### src/rtl/scan_mux.sv
// scan_mux: snapshots one of CHANNELS grey-coded readings per frame and scans its digits (MSD first) plus a DP slot onto o_grey.
// Latency: run enable 8 edges after reset release; snapshot to first digit is DWELL cycles; each slot lasts DWELL cycles.
// Backpressure: none; free-running display scanner. i_hold freezes the snapshot at DP entry.
// Ports: i_clk/i_rst_n clock and async active-low reset; i_sel/i_hold/i_digits channel select, freeze, flattened readings;
//        o_grey slot code, o_slot slot index (DIGITS = DP slot), o_frame one-cycle pulse on slot-0 entry.
module scan_mux #(
    parameter int CHANNELS = 10,
    parameter int DIGITS   = 3,
    parameter int DWELL    = 20000,
    parameter int SEL_W    = 4,
    parameter int BLANK_LZ = 1
) (
    input  logic                           i_clk,
    input  logic                           i_rst_n,
    input  logic [SEL_W-1:0]               i_sel,
    input  logic                           i_hold,
    input  logic [CHANNELS*DIGITS*5-1:0]   i_digits,
    output logic [4:0]                     o_grey,
    output logic [$clog2(DIGITS+1)-1:0]    o_slot,
    output logic                           o_frame
);

    localparam int SLOT_W = $clog2(DIGITS + 1);
    localparam int CNT_W  = $clog2(DWELL);

    localparam logic [4:0] GREY_ZERO  = 5'b10001;
    localparam logic [4:0] GREY_DP    = 5'b10101;
    localparam logic [4:0] GREY_BLANK = 5'b00000;

    localparam logic [SLOT_W-1:0] SLOT_DP = SLOT_W'(DIGITS);
    localparam logic [CNT_W-1:0]  CNT_TC  = CNT_W'(DWELL - 1);

    logic [7:0]                  stretch;
    logic [CNT_W-1:0]            cnt, cnt_nxt;
    logic [DIGITS-1:0][4:0]      snap, snap_nxt;
    logic [DIGITS-1:0][4:0]      cap;
    logic [DIGITS-1:0]           blank;
    logic [4:0]                  grey_nxt;
    logic [SLOT_W-1:0]           slot_nxt, slot_adv;
    logic                        frame_nxt;
    logic                        run, start, term, lz_run;

    // Stretch register fills with ones after reset release; the edge that
    // sets its top bit is the start-up edge that enters the first DP slot.
    assign run   = stretch[7];
    assign start = stretch[6] & ~stretch[7];
    assign term  = (cnt == CNT_TC);

    // Capture source: selected channel, or DP in every digit when out of range.
    always_comb begin
        cap = {DIGITS{GREY_DP}};
        for (int c = 0; c < CHANNELS; c++) begin
            if (i_sel == SEL_W'(c)) begin
                cap = i_digits[c*DIGITS*5 +: DIGITS*5];
            end
        end
    end

    // Digit d blanks while it and every more-significant digit are ZERO;
    // the last digit always shows so an all-zero reading reads "0".
    always_comb begin
        lz_run = 1'b1;
        blank  = '0;
        for (int d = 0; d < DIGITS; d++) begin
            lz_run   = lz_run & (snap[d] == GREY_ZERO);
            blank[d] = (BLANK_LZ != 0) && (d < DIGITS - 1) && lz_run;
        end
    end

    assign slot_adv = (o_slot == SLOT_DP) ? '0 : o_slot + 1'b1;

    always_comb begin
        cnt_nxt   = cnt;
        snap_nxt  = snap;
        slot_nxt  = o_slot;
        grey_nxt  = o_grey;
        frame_nxt = 1'b0;
        if (start) begin
            // First DP entry captures regardless of hold.
            cnt_nxt  = '0;
            slot_nxt = SLOT_DP;
            grey_nxt = GREY_DP;
            snap_nxt = cap;
        end else if (run) begin
            cnt_nxt = term ? '0 : cnt + 1'b1;
            if (term) begin
                slot_nxt = slot_adv;
                if (slot_adv == SLOT_DP) begin
                    grey_nxt = GREY_DP;
                    if (!i_hold) begin
                        snap_nxt = cap;
                    end
                end else begin
                    grey_nxt  = GREY_BLANK;
                    frame_nxt = (slot_adv == '0);
                    for (int d = 0; d < DIGITS; d++) begin
                        if (slot_adv == SLOT_W'(d)) begin
                            grey_nxt = blank[d] ? GREY_BLANK : snap[d];
                        end
                    end
                end
            end
        end
    end

    always_ff @(posedge i_clk or negedge i_rst_n) begin
        if (!i_rst_n) begin
            stretch <= '0;
            cnt     <= '0;
            snap    <= '0;
            o_grey  <= GREY_BLANK;
            o_slot  <= '0;
            o_frame <= 1'b0;
        end else begin
            stretch <= {stretch[6:0], 1'b1};
            cnt     <= cnt_nxt;
            snap    <= snap_nxt;
            o_grey  <= grey_nxt;
            o_slot  <= slot_nxt;
            o_frame <= frame_nxt;
        end
    end

endmodule
### config.mk
export PLATFORM = sky130hd
export DESIGN_NAME = scan_mux
export DESIGN_NICKNAME = d
export VERILOG_FILES = /design/src/rtl/scan_mux.sv
export SDC_FILE = /design/constraint.sdc
export NUM_CORES = 1
export LEC_CHECK = 0
export CAP_MARGIN = 20
export CORE_MARGIN = 5
export CORE_UTILIZATION = 30
export CTS_CLUSTER_DIAMETER = 60
export CTS_CLUSTER_SIZE = 30
export DETAILED_ROUTE_END_ITERATION = 6
export GPL_TIMING_DRIVEN = 0
export PLACE_DENSITY = 0.65
export SYNTH_ARGS = -nofsm -noshare
export SYNTH_HDL_FRONTEND = slang
export SYNTH_SLANG_ARGS = --single-unit
### constraint.sdc
create_clock -name i_clk -period 2.6 [get_ports i_clk]
set_clock_uncertainty 0.15 [all_clocks]
set_input_delay 0.78 -clock i_clk [delete_from_list [all_inputs] [get_ports i_clk]]
set_output_delay 0.78 -clock i_clk [all_outputs]
set_load 0.1 [all_outputs]
# Word-level counts from Yosys, hierarchy flattened
# Index checks and enable logic that the tools add are counted.
# Widths: inputs -> output; s select.
dict set report op_classes {
  n_addsub 2
  eq_ne 17
  n_reduce_logical 7
  bitwise 3
  muxes 35
}
# cell n
set op_table {}
lappend op_table {{$mux 15} 18}
lappend op_table {{$mux 5} 9}
lappend op_table {{$eq 4x3->1 const B} 4}
lappend op_table {{$add 15x1->15 const B} 1}
lappend op_table {{$eq 15x15->1 const B} 1}
lappend op_table {{$eq 5x5->1 const B} 2}
lappend op_table {{$eq 4x2->1 const B} 2}
lappend op_table {{$eq 4x4->1 const B} 2}
lappend op_table {{$mux 2} 4}
lappend op_table {{$eq 2x2->1 const B} 3}
lappend op_table {{$reduce_bool 2->1} 3}
lappend op_table {{$eq 4x1->1 const B} 1}
lappend op_table {{$logic_not 4->1} 1}
lappend op_table {{$mux 1} 4}
lappend op_table {{$reduce_and 4->1} 1}
lappend op_table {{$add 2x1->2 const B} 1}
lappend op_table {{$and 1x1->1} 2}
lappend op_table {{$eq 2x1->1 const B} 1}
lappend op_table {{$logic_not 2->1} 1}
lappend op_table {{$ne 2x1->1 const B} 1}
lappend op_table {{$reduce_and 2->1} 1}
lappend op_table {{$not 1->1} 1}
dict set report word_totals {
  regBits 46
  input_bits 157
  out_inout_bits 8
  elab_cells 72
}

# Longest topological paths before layout
# Gate-level depths: netlist of run 1.
dict set report depth {
  ltp_word 16
  depth_mapped 7
  ltp_nobuf 6
}

# Least setup slack after synthesis of run 1
# No wires, ideal clock.
dict set report synth_timing {
  path_kind {input -> register}
  from {in i_sel[0]}
  to {reg snap[6] in the netlist's numbering}
  setup_ns 0.117
  path_stages 7
  t_arrival_ns 2.175
  n_path_buf 2
  required_time_ns 2.333
  setup_slack_ns 0.158
  cell_sequence {clkbuf_1 -> buf_2 -> mux4_2 -> mux2i_1 -> o22ai_1 -> nor2_1 -> nor2_1}
}
dict set report synth_via {
  elab_chain_cells 16
  word_cells_on_any_way 25
  cone_classes {9 x eq/ne; 15 x mux; 1 x reduce/logical}
}
# element line_no
set synth_lines {}
lappend synth_lines {{start: declaration} 15} ;# input logic [SEL_W-1:0] i_sel,
lappend synth_lines {{$logic_not 4->1} 53} ;# if (i_sel == SEL_W'(c)) begin
lappend synth_lines {{$mux 15 (9 in series)} 53}
lappend synth_lines {{$mux 15 (*)} 53}
lappend synth_lines {{$mux 15} 90} ;# if (!i_hold) begin
lappend synth_lines {{$mux 15} 88} ;# if (slot_adv == SLOT_DP) begin
lappend synth_lines {{$mux 15} 86} ;# if (term) begin
lappend synth_lines {{$mux 15} 84} ;# end else if (run) begin
lappend synth_lines {{$mux 15 (*)} 78} ;# if (start) begin
lappend synth_lines {{end signal: assignment} 117} ;# snap <= snap_nxt;
lappend synth_lines {{end: declaration} 35} ;# logic [DIGITS-1:0][4:0] snap, snap_nxt;
# Every way passes the cells marked *; elsewhere a longest branch is shown, timed or not. The select of a mux whose other input is x is not followed.
# A chain may end at the register's enable or synchronous reset.

# Worst setup path in the final report of run 1
dict set report layout_timing {
  from {reg o_slot[1]}
  to {out o_slot[1]}
}
# element line_no
set layout_lines {}
lappend layout_lines {{start: declaration} 19} ;# output logic [$clog2(DIGITS+1)-1:0] o_slot,
lappend layout_lines {{start signal: assignment} 119} ;# o_slot <= slot_nxt;
# No word-level cell between the ends.

==> results.sh, run 1 <==
export IMPL_synth_cells=416
export IMPL_rr_worst_depth=4
export IMPL_nNetsFinal=752
export IMPL_postCtsHoldBufs=0
export IMPL_yosysUniqueCellTypes=56
export IMPL_p_per_area_nw_per_um2=388
export IMPL_path_class="reg -> out"
export IMPL_r2r_end="cnt[1]$_DFFE_PN0P_"
export IMPL_grt_pass1_vias=4318
export IMPL_slowest_delay_ns=0.87
export IMPL_insertion_delay_ns=0.28
export IMPL_grt_max_degree=27
export IMPL_max_clock_path_buffers=2
export IMPL_yosysSeqAreaShare_pct=32.2
export IMPL_cts_sinks=46
export IMPL_met2_length_um=7410
export IMPL_start_util_pct=30.9
export IMPL_drcViolationCount=0
export IMPL_die_h_um=119
export IMPL_cap_violations=0
export IMPL_met1_length_um=5550
export IMPL_hold_viol=0
export IMPL_tns_ns=0
export IMPL_final_period_utilization_pct=97.4
export IMPL_crit_path_cell_trace="clkdlybuf4s15_1"
export IMPL_ys_warn_count=0
export IMPL_drv_slew=0
export IMPL_synth_xor_area_share_pct=0
export IMPL_die_area_um2=14200
export IMPL_rows=39
export IMPL_grt_antenna_before_repair=2
export IMPL_core_um2=11600
export IMPL_final_fill_count=1084
export IMPL_hold_path_class="reg -> reg"
export IMPL_clkTransAtPathRegs_ns=0.06
export IMPL_drt_first_pass_iters=5
export IMPL_avgViaCountPerCell=5.51
export IMPL_wl_per_cell_um=19.6
export IMPL_synthesis_nets=579
export IMPL_hold_end="stretch[4]$_DFF_PN0_"
export IMPL_ir_drop_uv=210
export IMPL_dr_wl_met3_um=1200
export IMPL_grt_pass1_wl_um=22900
export IMPL_synth_ff_type="dfrtp_1"
export IMPL_cp_end_kind="primary output"
export IMPL_synth_area_um2=3570
export IMPL_synth_simple_gate_area_share_pct=20.3
export IMPL_drt_iter0_drc=245
export IMPL_worst_path_max_fanout=6
export IMPL_slew_headroom_pct=35.4
export IMPL_muxShareOfSynthArea_pct=15.6
export IMPL_final_min_clock_period_ns=2.53
export IMPL_ys_async_sr_fraction_pct=100
export IMPL_leakage_nw=2.20
export IMPL_dieWidth_um=119
export IMPL_syn_avg_cell_area_um2=8.59
export IMPL_synth_adder_area_share_pct=2.10
export IMPL_rsz0062_at_grt="no"
export IMPL_setup_violations=0
export IMPL_track_usage_pct=19.8
export IMPL_dpl_hpwl_um=12100
export IMPL_gp_congestion=0.874
export IMPL_hold_ws_ns=0.198
export IMPL_holdPathStages=0
export IMPL_antenna_left=0
export IMPL_synth_top_family_by_area="compound AO/OA/AOI/OAI gates"
export IMPL_hp_start="stretch[3]$_DFF_PN0_"
export IMPL_r2r_slack_ns=0.20
export IMPL_path_delay_family="buffers and inverters"
export IMPL_numCtsBuffers=5
export IMPL_critPathSlowestCell="clkdlybuf4s15_1"
export IMPL_io_pins=165
export IMPL_overflow=0
export IMPL_final_cell_mix="clkdlybuf4s50_1 (151), nor2_1 (47), dfrtp_1 (46)"
export IMPL_area_growth_pct=58.5
export IMPL_port_buffers=163
export IMPL_drive_gt1_share_pct=12.0
export IMPL_arrival_ns=1.60
export IMPL_critPathBufInv=1
export IMPL_critPathLaunchType="flip-flop"
export IMPL_synth_compound_area_share_pct=25.7
export IMPL_top_layer_used="met5"
export IMPL_synth_seq_cells=46
export IMPL_fmax_mhz=395
export IMPL_routed_wl_um=14400
export IMPL_root_buffer="clkbuf_16"
export IMPL_vias=4046
export IMPL_power_total_mw=2.20
export IMPL_synth_edf_count=0
export IMPL_worstMarginPinSlew_ns=0.972
export IMPL_cts_tree="yes"
export IMPL_layout_commonest_cell="clkdlybuf4s50_1"
export IMPL_cp_required_ns=1.67
export IMPL_outcome="complete, no violations"
export IMPL_htree_levels=2
export IMPL_rr_startpoint="cnt[6]$_DFFE_PN0P_"
==> per-stage QoR <==
stage                     cells  setup slack [ns]  utilization (%)  instance area, µm²
final                       734            0.0678             49.0                5660
after global routing        734            0.0138             49.0                5660
after CTS                   731            0.0139             48.6                5630
after detailed placement    723            -0.927             46.7                5400
after global placement      722            -0.953             46.6                5390
after floorplan             416             0.158                -                3570
==> sequential cells by signal, summed over array words and instances (netlist names) <==
register,flops
cnt,15
o_grey,5
snap,15
o_slot,2
o_frame,1
stretch,8
==> final cells by class <==
class | count | area [µm²] | share of cell area [%]
multi-input combinational | 338 | 2320 | 41.0
inverter | 6 | 22.5 | 0.398
clock buffer | 7 | 133 | 2.34
antenna | 1 | 2.50 | 0.0442
clock inverter | 1 | 30.0 | 0.530
timing repair buffer | 166 | 1660 | 29.2
tap | 143 | 179 | 3.16
buffer | 26 | 170 | 3.00
sequential | 46 | 1150 | 20.3
==> how the worst max path moves through the flow <==
stage	startpoint	endpoint	slack, ns	cells past startpoint
finish	o_slot[1]$_DFFE_PN0P_	o_slot[1]	0.07	1
global route	o_slot[0]$_DFFE_PN0P_	o_slot[0]	0.01	1
CTS	i_sel[2]	snap[4]$_DFFE_PN0P_	0.01	7
detailed placement	i_sel[0]	snap[4]$_DFFE_PN0P_	-0.93	8
global placement	i_sel[0]	snap[5]$_DFFE_PN0P_	-0.95	8
floorplan	i_sel[0]	snap[6]$_DFFE_PN0P_	0.16	7
==> layer usage <==
layer	vias to the layer above	track usage, %
met5	-	0
met4	2	5.07
met3	17	6.16
met2	176	35.8
met1	1933	22.7
li1	1918	-
==> where the power goes <==
part | internal (mW) | switching [mW] | leakage [nW]
sequential | 0.776 | 0.0567 | 0.562
clock | 0.454 | 0.246 | 0.0781
combinational | 0.384 | 0.281 | 1.56
total | 1.61 | 0.584 | 2.20
==> synth_stat cells (6+ instances only) <==
library cell	count	area share, %
nand2b_1	9	1.6
a31oi_1	12	2.1
a21oi_1	36	5.0
o22ai_1	12	2.1
mux2_2	12	3.8
nand3b_1	9	1.9
nor2_1	47	4.9
mux4_2	9	5.7
dfrtp_1	46	32
clkbuf_1	13	1.4
ha_1	6	2.1
nand3_1	6	0.84
nor3_1	8	1.1
mux2i_1	22	6.2
o21ai_0	39	5.5
nand2_1	44	4.6
==> repair_timing <==
action,in CTS,in global routing
endpoints found under the hold margin,0,0
endpoints found under the setup margin,23,27
setup buffers,0,2
pin swaps,0,2
resized for setup,39,9
==> cells by family (layout without fill, tap and decap cells) <==
group,count (synthesis),after routing
buffers and inverters,32,206
multiplexers,43,43
flip-flops,46,46
AND/OR/NAND/NOR,147,147
AO/OA/AOI/OAI,141,141
adder cells (fa/ha/maj),6,6
other,1,2
Note: power is estimated with default switching activity, not from simulation.
==> run 2, diff against run 1 <==
==> constraint.sdc (replaced) <==
create_clock -name i_clk -period 3.1 [get_ports i_clk]
set_clock_uncertainty 0.15 [all_clocks]
set_input_delay 0.93 -clock i_clk [delete_from_list [all_inputs] [get_ports i_clk]]
set_output_delay 0.93 -clock i_clk [all_outputs]
set_load 0.1 [all_outputs]
==> run 2 against run 1 <==
Effect of this change:
- first-iteration DRC count decreased by 0.82%
- wire length decreased by 1.0%
- hold slack improved by 0.00072 ns
- flip-flop and latch count unchanged
- register-to-register slack improved by 0.35 ns
- total power decreased by 17%
- sequential share of layout area increased by 0.31 points
- die area unchanged
- via count decreased by 0.84%
- critical path type unchanged
- largest cell class unchanged
==> results.sh, run 2 (synthesis results as in run 1) <==
export IMPL_critPathBufInv=1
export IMPL_grt_antenna_before_repair=2
export IMPL_rows=39
export IMPL_outcome="complete, no violations"
export IMPL_hold_path_class="reg -> reg"
export IMPL_fin_area_um2=5580
export IMPL_final_fill_count=1096
export IMPL_cap_violations=0
export IMPL_drive_gt1_share_pct=9.88
export IMPL_largest_registers="cnt x15, snap x15, stretch x8"
export IMPL_grt_pass1_vias=4302
export IMPL_setup_violations=0
export IMPL_r2r_end="snap[10]$_DFFE_PN0P_"
export IMPL_cts_sinks=46
export IMPL_hp_start="stretch[3]$_DFF_PN0_"
export IMPL_p_sw_share_pct=26.5
export IMPL_placed_area_um2=5400
export IMPL_rsz0062_at_grt="no"
export IMPL_rr_startpoint="cnt[0]$_DFFE_PN0P_"
export IMPL_cp_end_kind="primary output"
export IMPL_seqCellArea_um2=1150
export IMPL_antenna_left=0
export IMPL_avgViaCountPerCell=5.49
export IMPL_r2r_slack_ns=0.55
export IMPL_htree_levels=2
export IMPL_tns_ns=0
export IMPL_postCtsHoldBufs=0
export IMPL_hold_viol=0
export IMPL_cts_tree="yes"
export IMPL_dpl_hpwl_um=12100
export IMPL_wl_per_cell_um=19.4
export IMPL_pwr_share_comb_pct=29.8
export IMPL_fin_util_pct=48.2
export IMPL_p_per_area_nw_per_um2=329
export IMPL_power_total_mw=1.83
export IMPL_holdPathStages=0
export IMPL_critPathLaunchType="flip-flop"
export IMPL_insertion_delay_ns=0.28
export IMPL_nNetsFinal=749
export IMPL_p_sw_mw=0.486
export IMPL_fmax_mhz=334
export IMPL_clkTransAtPathRegs_ns=0.06
export IMPL_multi_input_area_um2=2290
export IMPL_grt_pass1_wl_um=22600
export IMPL_crit_path_cell_trace="clkdlybuf4s50_1"
export IMPL_drcViolationCount=0
export IMPL_root_buffer="clkbuf_16"
export IMPL_worst_path_max_fanout=6
export IMPL_slew_headroom_pct=33.9
export IMPL_hold_ws_ns=0.198
export IMPL_start_util_pct=30.9
export IMPL_core_um2=11600
export IMPL_track_usage_pct=19.7
export IMPL_grt_max_degree=27
export IMPL_final_min_clock_period_ns=3.00
export IMPL_leakage_nw=2.13
export IMPL_gp_congestion=0.874
export IMPL_final_cell_mix="clkdlybuf4s50_1 (161), nor2_1 (47), dfrtp_1 (46)"
export IMPL_worstMarginPinSlew_ns=0.988
export IMPL_dieWidth_um=119
export IMPL_drt_first_pass_iters=4
export IMPL_port_buffers=163
export IMPL_max_clock_path_buffers=2
export IMPL_power_clock_fraction_pct=32.1
export IMPL_slowest_delay_ns=1.18
export IMPL_critPathSlowestCell="clkdlybuf4s50_1"
export IMPL_numCtsBuffers=5
export IMPL_area_growth_pct=56.0
export IMPL_rr_worst_depth=7
export IMPL_vias=4012
export IMPL_cp_required_ns=2.02
export IMPL_drt_iter0_drc=243
export IMPL_sequentialPowerShare_pct=38.1
export IMPL_final_period_utilization_pct=96.7
export IMPL_die_area_um2=14200
export IMPL_ir_drop_uv=178
export IMPL_overflow=0
export IMPL_io_pins=165
export IMPL_layout_commonest_cell="clkdlybuf4s50_1"
export IMPL_path_delay_family="buffers and inverters"
export IMPL_routed_wl_um=14200
export IMPL_path_class="reg -> out"
export IMPL_arrival_ns=1.92
export IMPL_post_cts_buffers=0
export IMPL_p_int_mw=1.35
export IMPL_die_h_um=119
export IMPL_hold_end="stretch[4]$_DFF_PN0_"
export IMPL_drv_slew=0
[run 2: cell count changes in the layout (fill, tap and decap cells not counted), sizes merged]
| cell | delta |
|---|---|
| clkdlybuf4s50 | +10 |
| dlygate4sd2 | -7 |
| buf | -3 |
| dlymetal6s2s | -1 |
| clkdlybuf4s15 | -2 |
[run 2: worst max-delay path by stage]
stage                          startpoint                   to  slack, ns  depth (start not counted)
floorplan                        i_sel[0]  snap[1]$_DFFE_PN0P_       0.51                          7
global placement                 i_sel[0]  snap[5]$_DFFE_PN0P_      -0.60                          8
detailed placement               i_sel[0]  snap[4]$_DFFE_PN0P_      -0.58                          8
CTS                              i_sel[2]  snap[4]$_DFFE_PN0P_       0.08                          7
global route                     i_sel[0]  snap[4]$_DFFE_PN0P_      0.002                          7
finish              o_slot[1]$_DFFE_PN0P_            o_slot[1]       0.10                          1
[run 2: area by class of cell]
type	count	share of cell area, %
inverters	6	0.404
diodes	1	0.0449
plain buffers	25	2.29
clock inverters	1	0.538
repair buffers	164	29.5
multi-input cells	338	41.0
flip-flops and latches	46	20.6
clock buffers	7	2.38
well taps	143	3.21
[run 2: repair_timing]
action	CTS	global route
endpoints found under the setup margin	15	8
cloned	0	0
gates resized for setup	6	8
[run 2: power by group through the flow]
stage / Sequential [mW] / Combinational, mW / Clock, mW
2_1_floorplan: 0.704 / 0.246 / 0
3_3_place_gp: 0.707 / 0.535 / 0
3_5_place_dp: 0.708 / 0.545 / 0
4_1_cts: 0.699 / 0.546 / 0.603
5_1_grt: 0.708 / 0.594 / 0.633
6_report: 0.699 / 0.546 / 0.588
[run 2: per-layer routing]
layer	global-route usage (%)	vias to the layer above	wire, µm
met2	35.7	154	7280
met3	5.83	18	1200
met5	0	-	13
li1	-	1911	-
met4	4.92	2	247
met1	22.6	1927	5470
[run 2: stage by stage]
step / cells / setup WS (ns)
after global routing: 731 / 0.00190
after global placement: 722 / -0.603
final: 731 / 0.102
after detailed placement: 723 / -0.577
after CTS: 730 / 0.0818
after floorplan: 416 / 0.508
[run 2: worst reg2reg max path: cells and delay by family (launching register included)]
kind / cells / cell delay [ns]
buf+inv: 1 / 0.20
flops: 1 / 0.39
compound gates: 3 / 0.41
simple gates: 2 / 1.00
fa+ha+maj: 1 / 0.27
==> run 3, diff against run 2 <==
--- a/config.mk
+++ b/config.mk
@@ -12,6 +12,7 @@
 export CTS_CLUSTER_SIZE = 30
 export DETAILED_ROUTE_END_ITERATION = 6
 export GPL_TIMING_DRIVEN = 0
+export HOLD_SLACK_MARGIN = 0.12
 export PLACE_DENSITY = 0.65
 export SYNTH_ARGS = -nofsm -noshare
 export SYNTH_HDL_FRONTEND = slang
==> results of run 3 <==
Same layout as run 2: the final DEF is identical, and so are final timing and power.
